**src/rtl/imm_ls_ext_stage.sv**
```systemverilog
// Registered immediate / load / store extension stage with valid-ready handshake.
// Define IMMEXT_SKID_EN for a two-entry skid buffer with a registered in_ready.
module imm_ls_ext_stage #(
  parameter int XLEN = 32
) (
  input  logic                          clk,
  input  logic                          rst,
  input  logic                          in_valid,
  output logic                          in_ready,
  input  logic [3:0]                    in_op,
  input  logic [31:0]                   in_instr,
  input  logic [XLEN-1:0]               in_data,
  input  logic [$clog2(XLEN/8)-1:0]     in_off,
  output logic                          out_valid,
  input  logic                          out_ready,
  output logic [XLEN-1:0]               out_data,
  output logic [XLEN/8-1:0]             out_be,
  output logic [1:0]                    out_err
);

  localparam int NB   = XLEN / 8;
  localparam int OFFW = $clog2(NB);

  localparam logic [3:0] OP_I   = 4'd0;
  localparam logic [3:0] OP_S   = 4'd1;
  localparam logic [3:0] OP_B   = 4'd2;
  localparam logic [3:0] OP_J   = 4'd3;
  localparam logic [3:0] OP_U   = 4'd4;
  localparam logic [3:0] OP_LB  = 4'd5;
  localparam logic [3:0] OP_LH  = 4'd6;
  localparam logic [3:0] OP_LW  = 4'd7;
  localparam logic [3:0] OP_LBU = 4'd8;
  localparam logic [3:0] OP_LHU = 4'd9;
  localparam logic [3:0] OP_LWU = 4'd10;
  localparam logic [3:0] OP_LD  = 4'd11;
  localparam logic [3:0] OP_SB  = 4'd12;
  localparam logic [3:0] OP_SH  = 4'd13;
  localparam logic [3:0] OP_SW  = 4'd14;
  localparam logic [3:0] OP_SD  = 4'd15;

  localparam logic [1:0] ERR_OK  = 2'b00;
  localparam logic [1:0] ERR_MIS = 2'b01;
  localparam logic [1:0] ERR_ILL = 2'b10;

  typedef logic        [XLEN-1:0] xlen_t;
  typedef logic signed [XLEN-1:0] sxlen_t;
  typedef logic        [NB-1:0]   be_t;

  typedef struct packed {
    xlen_t      data;
    be_t        be;
    logic [1:0] err;
  } res_t;

  function automatic sxlen_t sext8(input logic signed [7:0] v);
    return sxlen_t'(v);
  endfunction

  function automatic sxlen_t sext16(input logic signed [15:0] v);
    return sxlen_t'(v);
  endfunction

  function automatic sxlen_t sext32(input logic signed [31:0] v);
    return sxlen_t'(v);
  endfunction

  function automatic res_t compute(
    input logic [3:0]      op,
    input logic [31:0]     ins,
    input xlen_t           d,
    input logic [OFFW-1:0] off
  );
    res_t  r;
    xlen_t sh;
    logic  mis;
    logic  ill;
    r   = '0;
    mis = 1'b0;
    sh  = d >> {off, 3'b000};
    // Ops that need a 64-bit datapath are rejected ahead of any alignment fault.
    ill = (XLEN == 32) && ((op == OP_LWU) || (op == OP_LD) || (op == OP_SD));
    case (op)
      OP_I:   r.data = xlen_t'(sext32({{20{ins[31]}}, ins[31:20]}));
      OP_S:   r.data = xlen_t'(sext32({{20{ins[31]}}, ins[31:25], ins[11:7]}));
      OP_B:   r.data = xlen_t'(sext32({{19{ins[31]}}, ins[31], ins[7], ins[30:25],
                                       ins[11:8], 1'b0}));
      OP_J:   r.data = xlen_t'(sext32({{11{ins[31]}}, ins[31], ins[19:12], ins[20],
                                       ins[30:21], 1'b0}));
      OP_U:   r.data = xlen_t'(sext32({ins[31:12], 12'h000}));
      OP_LB:  r.data = xlen_t'(sext8(sh[7:0]));
      OP_LH: begin
        r.data = xlen_t'(sext16(sh[15:0]));
        mis    = off[0];
      end
      OP_LW: begin
        r.data = xlen_t'(sext32(sh[31:0]));
        mis    = (off[1:0] != 2'b00);
      end
      OP_LBU: r.data = xlen_t'(sh[7:0]);
      OP_LHU: begin
        r.data = xlen_t'(sh[15:0]);
        mis    = off[0];
      end
      OP_LWU: begin
        r.data = xlen_t'(sh[31:0]);
        mis    = (off[1:0] != 2'b00);
      end
      OP_LD: begin
        r.data = sh;
        mis    = (off != '0);
      end
      OP_SB: begin
        r.data = {NB{d[7:0]}};
        r.be   = be_t'(1) << off;
      end
      OP_SH: begin
        r.data = {(NB/2){d[15:0]}};
        r.be   = be_t'(2'b11) << off;
        mis    = off[0];
      end
      OP_SW: begin
        r.data = {(NB/4){d[31:0]}};
        r.be   = be_t'(4'hF) << off;
        mis    = (off[1:0] != 2'b00);
      end
      default: begin
        r.data = d;
        r.be   = '1;
        mis    = (off != '0);
      end
    endcase
    if (ill) begin
      r     = '0;
      r.err = ERR_ILL;
    end else if (mis) begin
      r     = '0;
      r.err = ERR_MIS;
    end else begin
      r.err = ERR_OK;
    end
    return r;
  endfunction

  // The opcode field does not take part in immediate formation.
  logic unused_opcode;
  assign unused_opcode = ^in_instr[6:0];

  // Stage p0: combinational extension of the incoming request.
  res_t res_p0;
  assign res_p0 = compute(in_op, in_instr, in_data, in_off);

  // Stage p1: output register (and skid entry in the buffered build).
  res_t res_p1;
  logic vld_p1;

`ifdef IMMEXT_SKID_EN
  typedef enum logic [1:0] {S_EMPTY, S_ONE, S_TWO} state_t;

  state_t state_p1;
  res_t   skid_p1;
  logic   rdy_p1;
  logic   acc;
  logic   drn;

  assign acc = in_valid && rdy_p1;
  assign drn = vld_p1 && out_ready;

  always_ff @(posedge clk) begin
    if (rst) begin
      state_p1 <= S_EMPTY;
      vld_p1   <= 1'b0;
      rdy_p1   <= 1'b1;
      res_p1   <= '0;
    end else begin
      case (state_p1)
        S_EMPTY: begin
          if (acc) begin
            res_p1   <= res_p0;
            vld_p1   <= 1'b1;
            state_p1 <= S_ONE;
          end
        end
        S_ONE: begin
          if (acc && !drn) begin
            state_p1 <= S_TWO;
            rdy_p1   <= 1'b0;
          end else if (drn && !acc) begin
            vld_p1   <= 1'b0;
            state_p1 <= S_EMPTY;
          end else if (acc && drn) begin
            res_p1   <= res_p0;
          end
        end
        S_TWO: begin
          if (drn) begin
            res_p1   <= skid_p1;
            rdy_p1   <= 1'b1;
            state_p1 <= S_ONE;
          end
        end
        default: begin
          state_p1 <= S_EMPTY;
          vld_p1   <= 1'b0;
          rdy_p1   <= 1'b1;
        end
      endcase
    end
  end

  // Second entry captures the request that arrives while the head is stalled.
  always_ff @(posedge clk) begin
    if ((state_p1 == S_ONE) && acc && !drn) begin
      skid_p1 <= res_p0;
    end
  end

  assign in_ready = rdy_p1;
`else
  typedef enum logic {S_EMPTY, S_FULL} state_t;

  state_t state_p1;

  always_ff @(posedge clk) begin
    if (rst) begin
      state_p1 <= S_EMPTY;
      res_p1   <= '0;
    end else if (in_ready) begin
      if (in_valid) begin
        state_p1 <= S_FULL;
        res_p1   <= res_p0;
      end else begin
        state_p1 <= S_EMPTY;
      end
    end
  end

  assign vld_p1   = (state_p1 == S_FULL);
  assign in_ready = !vld_p1 || out_ready;
`endif

  assign out_valid = vld_p1;
  assign out_data  = res_p1.data;
  assign out_be    = res_p1.be;
  assign out_err   = res_p1.err;

endmodule

```
**config.mk**
```make
export PLATFORM = sky130hd
export DESIGN_NAME = imm_ls_ext_stage
export DESIGN_NICKNAME = d
export VERILOG_FILES = /design/src/rtl/imm_ls_ext_stage.sv
export SDC_FILE = /design/constraint.sdc
export NUM_CORES = 1
export LEC_CHECK = 0
export ABC_AREA = 1
export ABC_CLOCK_PERIOD_IN_PS = 1700
export CORE_MARGIN = 5
export CORE_UTILIZATION = 55
export CTS_CLUSTER_DIAMETER = 50
export DETAILED_ROUTE_END_ITERATION = 6
export DONT_BUFFER_PORTS = 1
export GPL_TIMING_DRIVEN = 0
export PLACE_DENSITY_LB_ADDON = 0.3
export SETUP_SLACK_MARGIN = 0.5
export SYNTH_ARGS = -nofsm -noshare
export SYNTH_HDL_FRONTEND = slang
export SYNTH_SLANG_ARGS = --single-unit
export TNS_END_PERCENT = 100
```
**constraint.sdc**
```tcl
create_clock -name clk -period 1.7 [get_ports clk]
set_clock_uncertainty 0.15 [all_clocks]
set_input_delay 0.255 -clock clk [delete_from_list [all_inputs] [get_ports clk]]
set_output_delay 0.255 -clock clk [all_outputs]
set_load 0.005 [all_outputs]
```
* Yosys cells after proc, flatten, opt, wreduce, memory -nomap -nowiden
Index checks and enable logic that the tools add are counted.
Cells by class: equality and inequality tests 15, reduce and logical (&&, ||, !) cells 11, mux-type cells 7, shift-type cells 4
Operators with widths (count):
- $pmux 32 s12 | 1
- $mux 38 | 1
- $mux 36 | 1
- $eq 4x4->1 const B | 8
- $shr 32x5->32 | 1
- $eq 4x3->1 const B | 4
- $pmux 4 s4 | 1
- $reduce_or 12->1 | 1
- $eq 4x2->1 const B | 2
- $reduce_or 8->1 | 1
- $reduce_or 3->1 | 2
- $eq 4x1->1 const B | 1
- $logic_not 4->1 | 1
- $shl 1x2->4 const A | 1
- $shl 2x2->4 const A | 1
- $shl 4x2->4 const A | 1
- $logic_or 1x1->1 | 3
- $mux 1 | 2
- $pmux 1 s2 | 1
- $reduce_and 2->1 | 1
- $reduce_bool 2->1 | 1
- $logic_not 1->1 | 1
Storage, ports and cells: bits in registers 39, output and inout bits 40, logic and storage cells 41

* Logic depth before layout (Yosys ltp)
Gate-level depths: netlist (run 1).
word-level depth 5, mapped depth 11, gate-level depth less buffers 11

* Least setup slack after synthesis (run 1)
OpenSTA, ideal clock, no wires.
kind register to register, from reg state_p1 (netlist: out_valid), to reg res_p1, in the netlist out_data[17], setup slack 215 ps, library setup time 124 ps, arrival 1210 ps, clock period less this slack 1485 ps, data required time 1426 ps, stages on the path, launching flop included 9, buffers on the path 2, cell sequence dfxtp_1 -> nand2_1 -> nand2_1 -> inv_1 -> buf_2 -> clkbuf_1 -> nor2_1 -> nor2_1 -> nor2_1
On the way: word-level cells in the longest chain between the ends 3
RTL lines:
- from (decl) | RTL line 221 | state_t state_p1;
- from (signal assigned) | RTL line 225 | state_p1 <= S_EMPTY;
- from (signal assigned) | RTL line 229 | state_p1 <= S_FULL;
- from (signal assigned) | RTL line 232 | state_p1 <= S_EMPTY;
- $logic_not 1->1 | RTL line 238 | assign in_ready = !vld_p1 || out_ready;
- $logic_or 1x1->1 | RTL line 238
- named net in_ready | RTL line 9 | output logic in_ready,
- $reduce_and 2->1 (no source line)
- to (signal assigned) | RTL line 230 | res_p1 <= res_p0;
- to (decl) | RTL line 153 | res_t res_p1;
The timed path passes the listed nets, and every way through them passes these cells. A chain may end at the register's enable or synchronous reset.

* Worst setup path in the final report (run 1)
from reg state_p1 (netlist: out_valid), to reg res_p1, in the netlist out_data[15]
Same word-level chain as after synthesis.

==> results.md, run 1 <==
- Among the stages of the critical path, the cell type that occurs most often is sky130_fd_sc_hd__nand2_4.
- The count of clock tree sinks is 39.
- The max-cap violation count is 0.
- After synthesis, the most frequently instantiated cells are sky130_fd_sc_hd__nand2_1 (192), sky130_fd_sc_hd__nor2_1 (165), sky130_fd_sc_hd__nand3_1 (84), sky130_fd_sc_hd__inv_1 (48), sky130_fd_sc_hd__dfxtp_1 (39).
- The worst relative slew slack is 0.638.
- The number of nets in the synthesized netlist is between 700 and 800.
- At the end of routability-driven placement, the weighted congestion stood at 0.992.
- The number of inserted filler cells in the final layout is 586.
- The number of warnings issued by yosys is 0.
- The fraction of layout instances using a drive strength above 1 is 0.204.
- The via count of the routed design is 4,489.
- The iteration count of the initial detailed-routing pass is 5.
- The endpoint of the worst hold path is out_be[0].
- For this run, the top clock speed supported by timing is 669 MHz.
- The region available for standard cell placement spans 6350 um^2.
- The final core area utilization is 0.671.
- The cell area that synthesis handed to floorplanning was 3580 um^2.
- For this design the ratio of total power to cell area is 598 nW/um^2.
- Walking the worst path, the cells encountered are nand2_4 > nand2_4 > inv_4 > o211ai_4 > clkinv_4 > buf_4 > nand2_8 > nor2_1 > nand2_1 > a21oi_2.
- For this run, the leading register cell type out of synthesis is sky130_fd_sc_hd__dfxtp_1.
- The worst path needs 1.50 ns of the cycle, external delays included.
- The root buffer cell chosen for the clock tree is sky130_fd_sc_hd__clkbuf_8.
- In this design, the largest share of critical-path delay is due to flip-flops.
- The endpoint of the lowest-slack register-to-register path is out_data[15].
- The via count of the first global-routing pass is 4,235.
- The number of hold buffers added after CTS was 0.
- Of the total power, the share spent switching nets is 0.383.
- Synthesis inferred 39 register bits.
- The count of input and output buffers is 0.
- The clock latency reported for the late side of the worst-skew pair is 0.29 ns.
- The number of endpoints with negative hold slack in the final report was 0.
- From bottom edge to top edge, the die measures ~91 um.
- CTS built an H-tree with a depth of 2.
- The number of antenna cells inserted is 0.
- The post-synthesis area per instance is 5.39 um^2.
- The share of total power dissipated in sequential elements is 0.388.
- The worst path buffer plus inverter count is 3.
- The number of enable flip-flop cells after synthesis is 0.
- The clock tree buffer depth is 2.
- The die is 90.7 um wide.
- The internal power contribution is around 1600 uW.
- The final wirelength is ~14,000 um.
- Detailed placement finished with a half-perimeter wire length of 11,000 um.
- Summed over all failing endpoints, the final setup total negative slack is 0 ns.
- By area the synthesized netlist is led by sky130_fd_sc_hd__dfxtp_1 (22%), sky130_fd_sc_hd__nand2_1 (20%), sky130_fd_sc_hd__nor2_1 (17%).
- By startpoint and endpoint, the worst setup path is classified as reg2reg.
- The share of synthesized area in the top cell type comes to 0.218.
- Prior to clock tree synthesis, the placed netlist has a worst setup slack of 0.0443 ns.
- The total design power is 2540 uW.
- The number of clock buffers added by TritonCTS is 5.
- For this run, design rule violations remaining after detail routing come to 0.
- The flow ran to the end, and the final reports show no timing, DRC or antenna violations.
- The part of the Yosys area used for sequential elements is 0.218.
- The largest vdd supply drop is 0.443 mV.
- The maximum cell stage delay along the critical path is 0.37 ns.
- The total congestion overflow after global routing is 0.
- The vias per cell is 5.88.
- The global routing usage summed across all routing layers is 0.331.
- The cell type with the highest aggregate area in the netlist is sky130_fd_sc_hd__dfxtp_1.
- Counting cells, the worst reg-to-reg path comes to 10.
- The average routed wire per standard cell is approximately 19 um.
- The final critical-path share of the clock period is 0.880.
- The final-report max-slew violation count is 0.
- After the last flow step, the layout net total stands at 759.
- Synthesis produced a netlist whose cell count is 664.
- The synthesis-to-finish area growth is 19.0%.
- The first global-routing pass estimated about 22,000 um of wire.
- The worst register-to-register path has a setup slack of 0.20 ns.
- The startpoint identified for the worst register-to-register timing path is out_valid.
- Setup repair after global routing could not meet its margin everywhere.
- The leakage power of the design is 0.00195 uW.
- The worst hold path passes through 3 cells.
- The required time of the critical path is between 1.5 and 2 ns.
- The power dissipated by switching net loads is 975 uW.
- Of the total power, the clock network draws 0.256.
- 114 I/O pins were placed.
- Along the worst path, the maximum fanout reaches 6.
- The initial DRC count is 530.
- The post-synthesis async set-or-reset flop share is 0.
- The leading cell type by number of instances after synthesis is sky130_fd_sc_hd__nand2_1.
- The combinational fraction of design power is 0.356.
- The number of antenna violations at the first check in global routing is 0.
- The type of element launching the critical path is a register.
- The smallest setup slack after layout is 0.205 ns.
- The detail route stage leaves a number of antenna-violating nets equal to 0.
- The classification of the worst-slack hold path is in2reg.
- The number of cell rows is 29.
- The cell at the slowest stage of the critical path is sky130_fd_sc_hd__dfxtp_2.
- The element type at the critical path end is a register.
- The overall die area is 8220 um^2.
- Data arrives at the worst endpoint at 1.53 ns.
- The clock-pin slew on the worst setup and hold paths is 0.10 ns.
- The measured slew at the worst slew-check pin is 0.543 ns.
- The hold path startpoint is in_off[1].
- The worst hold slack across all endpoints is 0.00415 ns.
- The number of unique standard cell types used by synthesis is 32.
- Entering global routing, the biggest net connects 13 pins.
- The TritonCTS clock tree is built.
- The starting density of the core is 0.564.
- The final number of setup-violating endpoints is 0.
[worst max-delay path by stage]
| stage | start | end | slack (ns) | cells after the start |
|---|---|---|---|---|
| floorplan | in_off[0] | out_data[23] | 0.32 | 10 |
| global route | out_valid | out_data[15] | 0.14 | 10 |
| CTS | out_valid | out_data[18] | 0.25 | 10 |
| detailed placement | in_op[0] | out_data[8] | 0.04 | 8 |
| finish | out_valid | out_data[15] | 0.20 | 10 |
| global placement | in_op[0] | out_data[8] | 0.04 | 8 |
[tightest hold or removal path, cell delays in order]
cell                      delay (ns)
sky130_fd_sc_hd__nor2_2         0.04
sky130_fd_sc_hd__nand2_1        0.07
sky130_fd_sc_hd__a21oi_2        0.05
[logic make-up (layout without fill, tap and decap cells)]
group,count (synthesis),in the layout,synth area share
flip-flops,39,39,0.218
buffers and inverters,90,111,0.122
AND/OR/NAND/NOR,475,476,0.568
AO/OA/AOI/OAI,60,60,0.0923
[layout make-up]
class                           instances  area, um^2  area share
Timing Repair Buffer                   13         116      0.0273
Buffer                                 33         300      0.0705
Inverter                               57         241      0.0567
Clock inverter                          2        12.5     0.00294
Sequential cell                        39         782       0.184
Multi-Input combinational cell        536        2640       0.619
Clock buffer                            6        72.6      0.0170
Tap cell                               77        96.3      0.0226
[state kept, by name, summed over array words and instances (netlist names)]
name and count:
out_err 2, out_be 4, out_data 32, out_valid 1
[cell usage in the layout, fill, tap and decap left out, drive strengths merged]
cell type    synthesis  routed
a21oi               31      31
a22oi                3       3
a31oi                4       4
buf                 22      35
clkbuf              10      16
clkinv               0       2
clkinvlp             0       1
dfxtp               39      39
dlygate4sd1          1       1
inv                 57      56
nand2              200     201
nand3               90      90
nand4                6       6
nor2               170     170
nor3                 2       2
o211ai               3       3
o21ai               17      17
o21bai               1       1
o31ai                1       1
or2                  7       7
[through the flow]
step,instances,cell area (um^2)
global placement,741,3860
finish,763,4260
CTS,759,4130
detailed placement,741,3860
floorplan,664,3760
global route,763,4260
[power by group through the flow]
stage / clock [uW] / combinational [uW] / sequential, uW
final: 651 / 906 / 988
after detailed placement: 0 / 761 / 1010
after floorplan: 0 / 591 / 1000
after CTS: 650 / 831 / 988
after global routing: 689 / 981 / 992
after global placement: 0 / 746 / 1010
[routing by layer]
layer	vias up	GRT usage	wire length (um)	part of all wire
li1	2138	-	-	-
met1	2008	0.414	5490	0.38
met2	293	0.528	6550	0.46
met3	50	0.0950	1770	0.12
met4	0	0.140	483	0.034
met5	-	0	0	0
[repair_timing]
action | in CTS | in global routing
setup buffers | 6 | 4
pin swaps | 34 | 19
gates cloned | 4 | 0
setup endpoints to repair | 39 | 39
gates resized for setup | 27 | 25
Note: power is estimated with default switching activity, not from simulation.
==> run 2: changes to the inputs <==
--- a/config.mk
+++ b/config.mk
@@ -15,6 +15,7 @@
 export GPL_TIMING_DRIVEN = 0
 export PLACE_DENSITY_LB_ADDON = 0.3
 export SETUP_SLACK_MARGIN = 0.5
+export SLEW_MARGIN = 10
 export SYNTH_ARGS = -nofsm -noshare
 export SYNTH_HDL_FRONTEND = slang
 export SYNTH_SLANG_ARGS = --single-unit
==> results of run 2 <==
Same layout as run 1: the final DEF is identical, and so are final timing and power.
==> run 3: changes to the inputs <==
--- a/config.mk
+++ b/config.mk
@@ -5,7 +5,6 @@
 export SDC_FILE = /design/constraint.sdc
 export NUM_CORES = 1
 export LEC_CHECK = 0
-export ABC_AREA = 1
 export ABC_CLOCK_PERIOD_IN_PS = 1700
 export CORE_MARGIN = 5
 export CORE_UTILIZATION = 55
@@ -14,7 +13,7 @@
 export DONT_BUFFER_PORTS = 1
 export GPL_TIMING_DRIVEN = 0
 export PLACE_DENSITY_LB_ADDON = 0.3
-export SETUP_SLACK_MARGIN = 0.5
+export SETUP_SLACK_MARGIN = 0.4
 export SLEW_MARGIN = 10
 export SYNTH_ARGS = -nofsm -noshare
 export SYNTH_HDL_FRONTEND = slang
==> run 3 against run 2 <==
Net effect: the flow now finishes with violations (DRC, hold timing); worst hold slack worse by 0.0052 ns; register-to-register slack worse by 0.11 ns; global-route usage up 2.7 points; combinational power up 4.2%; total power up 8.3%; sequential cell count unchanged; cell count down 31%; critical path depth down 4; fmax down 6.7%; critical path type unchanged; highest routed layer unchanged.
==> results.md, run 3 <==
- The largest vdd supply drop is 0.514 mV (+16%).
- By area the synthesized netlist is led by sky130_fd_sc_hd__dfxtp_1 (24%), sky130_fd_sc_hd__mux2i_1 (10%), sky130_fd_sc_hd__nand2_1 (5.9%).
- The die boundary height is 87.1 um (-3.9%).
- The clock-pin slew on the worst setup and hold paths was 0.09 ns (about the same).
- The final-report max-slew violation count is 0 (unchanged).
- The initial DRC count was 544 (+2.6%).
- The count of clock tree sinks came to 39 (unchanged).
- For this run, the leading register cell type out of synthesis is sky130_fd_sc_hd__dfxtp_1.
- The final number of setup-violating endpoints was 0 (unchanged).
- The commonest cells after synthesis are sky130_fd_sc_hd__nand2_1 (51), sky130_fd_sc_hd__dfxtp_1 (39), sky130_fd_sc_hd__o21ai_0 (38), sky130_fd_sc_hd__mux2i_1 (33), sky130_fd_sc_hd__a21oi_1 (30).
- The count of input and output buffers is 0 (unchanged).
- The area share of the leading cell type in the synthesized netlist is 0.239 (+0.0205).
- The clock latency reported for the late side of the worst-skew pair was 0.31 ns (+0.02 ns).
- The total design power is 2760 uW (+8.3%).
- The flow ran to the end, but the final reports show violations.
- The required time of the critical path was 1.78 ns (+0.04 ns).
- The number of antenna-violating nets in the routed design was 0 (unchanged).
- The depth of the CTS H-tree came to 2 (unchanged).
- The cell area after placement came to 3610 um^2 (-6.4%).
- The element type at the critical path end is a register.
- The total clock buffers created by CTS came to 5 (unchanged).
- The worst setup slack before clock tree synthesis is -0.493 ns (-0.537 ns).
- The synthesis-to-finish area growth is 37.1%.
- The final non-filler cell total is 524 (-31%).
- The measured slew at the worst slew-check pin came to 0.688 ns (+0.145 ns).
- The number of instances in the placed design is 483 (-35%).
- The part of the Yosys area used for sequential elements was 0.239 (+0.0205).
- In the post-synthesis netlist, the cell with the most instances is sky130_fd_sc_hd__nand2_1.
- The TritonCTS clock tree is built.
- The number of enable flip-flop cells after synthesis came to 0 (unchanged).
- The via count of the routed design is 3,895 (-13%).
- The gate count after technology mapping is 408 (-39%).
- The number of antenna cells inserted is 0 (unchanged).
- The number of cell rows is 28 (-3.4%).
- The worst path arrival time was 1.69 ns (+0.16 ns).
- The critical path class is reg2reg.
- The worst hold slack across all endpoints is -0.00105 ns (-0.00520 ns).
- The synthesized design spends more area on one cell type than any other, namely sky130_fd_sc_hd__dfxtp_1.
- The horizontal die dimension is 87.1 um (-3.9%).
- The post-synthesis area per instance was 8.02 um^2 (+49%).
- The placer's final routability congestion estimate was 1.02 (+2.9%).
- The vias per cell is 7.43 (+26%).
- The tree is rooted in a sky130_fd_sc_hd__clkbuf_8.
- The average routed wire per standard cell is 27.2 um (+45%).
- The type of element launching the critical path is a register.
- The global routing usage summed across all routing layers came to 0.358 (+0.0271).
- The starting density of the core is 0.559 (-0.00452).
- The max-cap violation count was 0 (unchanged).
- The final reports fail on DRC, hold timing.
- The flip-flop and latch count after synthesis is 39 (unchanged).
- The fraction of layout instances using a drive strength above 1 is 0.394 (+0.190).
- The final core area utilization is 0.766 (+0.0959).
- The number of warnings issued by yosys is 0 (unchanged).
- The maximum net fanout on the critical path was 7 (+1).
- The standard cell core area is 5850 um^2 (-7.9%).
- The time the final worst path needs with I/O delays and setup is 1.60 ns (+0.107 ns).
- The number of endpoints with negative hold slack in the final report came to 2 (+2).
- The overall die area is 7590 um^2 (-7.7%).
- The I/O pin count was 114 (unchanged).
- The classification of the worst-slack hold path is in2reg.
- The via count of the first global-routing pass came to 3,641 (-14%).
- In the layout the commonest cells are sky130_fd_sc_hd__nand2_1 (39), sky130_fd_sc_hd__dfxtp_1 (38), sky130_fd_sc_hd__mux2i_1 (32).
- The iteration count of the initial detailed-routing pass is 7 (+2).
- The worst relative slew slack is 0.541 (-0.0964).
- The smallest setup slack after layout came to 0.0974 ns (-0.107 ns).
- The fmax is 624 MHz (-6.7%).
- The total non-filler cell area in the finished layout is 4480 um^2 (+5.3%).
- The clock tree buffer depth came to 2 (unchanged).
- The post-synthesis cell area was 3270 um^2 (-8.6%).
- The library cell used most frequently in the layout, excluding fill and tap cells, is sky130_fd_sc_hd__nand2_1.
- Setup repair after global routing could not meet its margin everywhere.
- The leakage power of the design is 0.00161 uW (-18%).
- The final wirelength is 14,200 um (-0.44%).
- The flip-flop count of the largest register after layout is 32 (unchanged).
- The synthesized net count is 482 (-35%).
- The number of antenna violations at the first check in global routing is 0 (unchanged).
- The total half-perimeter wirelength after legalization and detailed placement is 10,100 um (-8.1%).
- The final critical-path share of the clock period is 0.943 (+0.0632).
- The total power per unit cell area is 615 nW/um^2 (+2.8%).
- The number of unique standard cell types used by synthesis came to 70 (+120%).
- The total congestion overflow after global routing is 0 (unchanged).
- The final-stage net count is 522 (-31%).
- The post-synthesis async set-or-reset flop share was 0 (unchanged).
- The DRC violation count after routing is 3 (+3).
- The wire length of the first global-routing pass came to 20,800 um (-4.7%).
- The largest net degree at the start of global routing is 14 (+1).
==> run 3: repair_timing <==
item / 4_1_cts / 5_1_grt
hold endpoints to repair: 7 / 0
gates cloned: 3 / 1
setup buffers: 18 / 4
setup endpoints to repair: 38 / 38
resized for setup: 56 / 79
hold buffers: 7 / 0
pin swaps: 27 / 17
==> run 3: layer usage <==
metal | GRT usage | up-vias | share of wire
met1 | 0.462 | 1814 | 0.35
met4 | 0.127 | 0 | 0.033
met5 | 0 | - | 0
li1 | - | 1661 | -
met2 | 0.542 | 357 | 0.45
met3 | 0.143 | 63 | 0.17
==> run 3: path summary, 6_finish.rpt <==
kind / endpoint / startpoint / slack (ns) / cells after the start
hold / removal: out_data[13] / in_data[13] / -0.001 / 2
setup reg to reg: out_data[12] / out_valid / 0.1 / 6
setup / recovery: out_data[12] / out_valid / 0.1 / 6
hold reg to reg: out_be[1] / out_be[1] / 0.32 / 2
==> run 3: kinds of logic after synthesis <==
kind of cell / count (synthesis) / share of synthesized area
AOI/OAI and AO/OA: 172 / 0.388
xor gates and xnor gates: 1 / 0.00268
buffers and inverters: 40 / 0.0654
muxes: 36 / 0.115
DFF: 39 / 0.239
and+or+nand+nor: 120 / 0.191
==> run 3: layout make-up <==
type / instances / area [um^2]
Multi-Input combinational cell: 330 / 2790
Tap cell: 75 / 93.8
Clock inverter: 3 / 43.8
Fill cell: 402 / 1370
Inverter: 6 / 22.5
Clock buffer: 5 / 68.8
Buffer: 34 / 380
Timing Repair Buffer: 32 / 300
Sequential cell: 39 / 782
==> run 3: power by group <==
group | internal (uW) | switching [uW]
sequential | 953 | 41.8
clock | 437 | 379
combinational | 420 | 524
total | 1810 | 946
==> run 3: stage by stage <==
stage / hold slack (ns) / TNS [ns]
3_3_place_gp: 0.229 / -7.64
5_1_grt: 0.00145 / 0
2_1_floorplan: 0.227 / 0
6_report: -0.00105 / 0
4_1_cts: 0.00311 / 0
3_5_place_dp: 0.235 / -8.23
==> run 3: worst max-delay path: stages, from the launching register on <==
cell and delay [ns]:
sky130_fd_sc_hd__dfxtp_2 0.37, sky130_fd_sc_hd__nand2b_4 0.10, sky130_fd_sc_hd__a21oi_4 0.36, sky130_fd_sc_hd__buf_4 0.19, sky130_fd_sc_hd__o2bb2ai_1 0.10, sky130_fd_sc_hd__a221oi_1 0.07, sky130_fd_sc_hd__a22oi_1 0.19
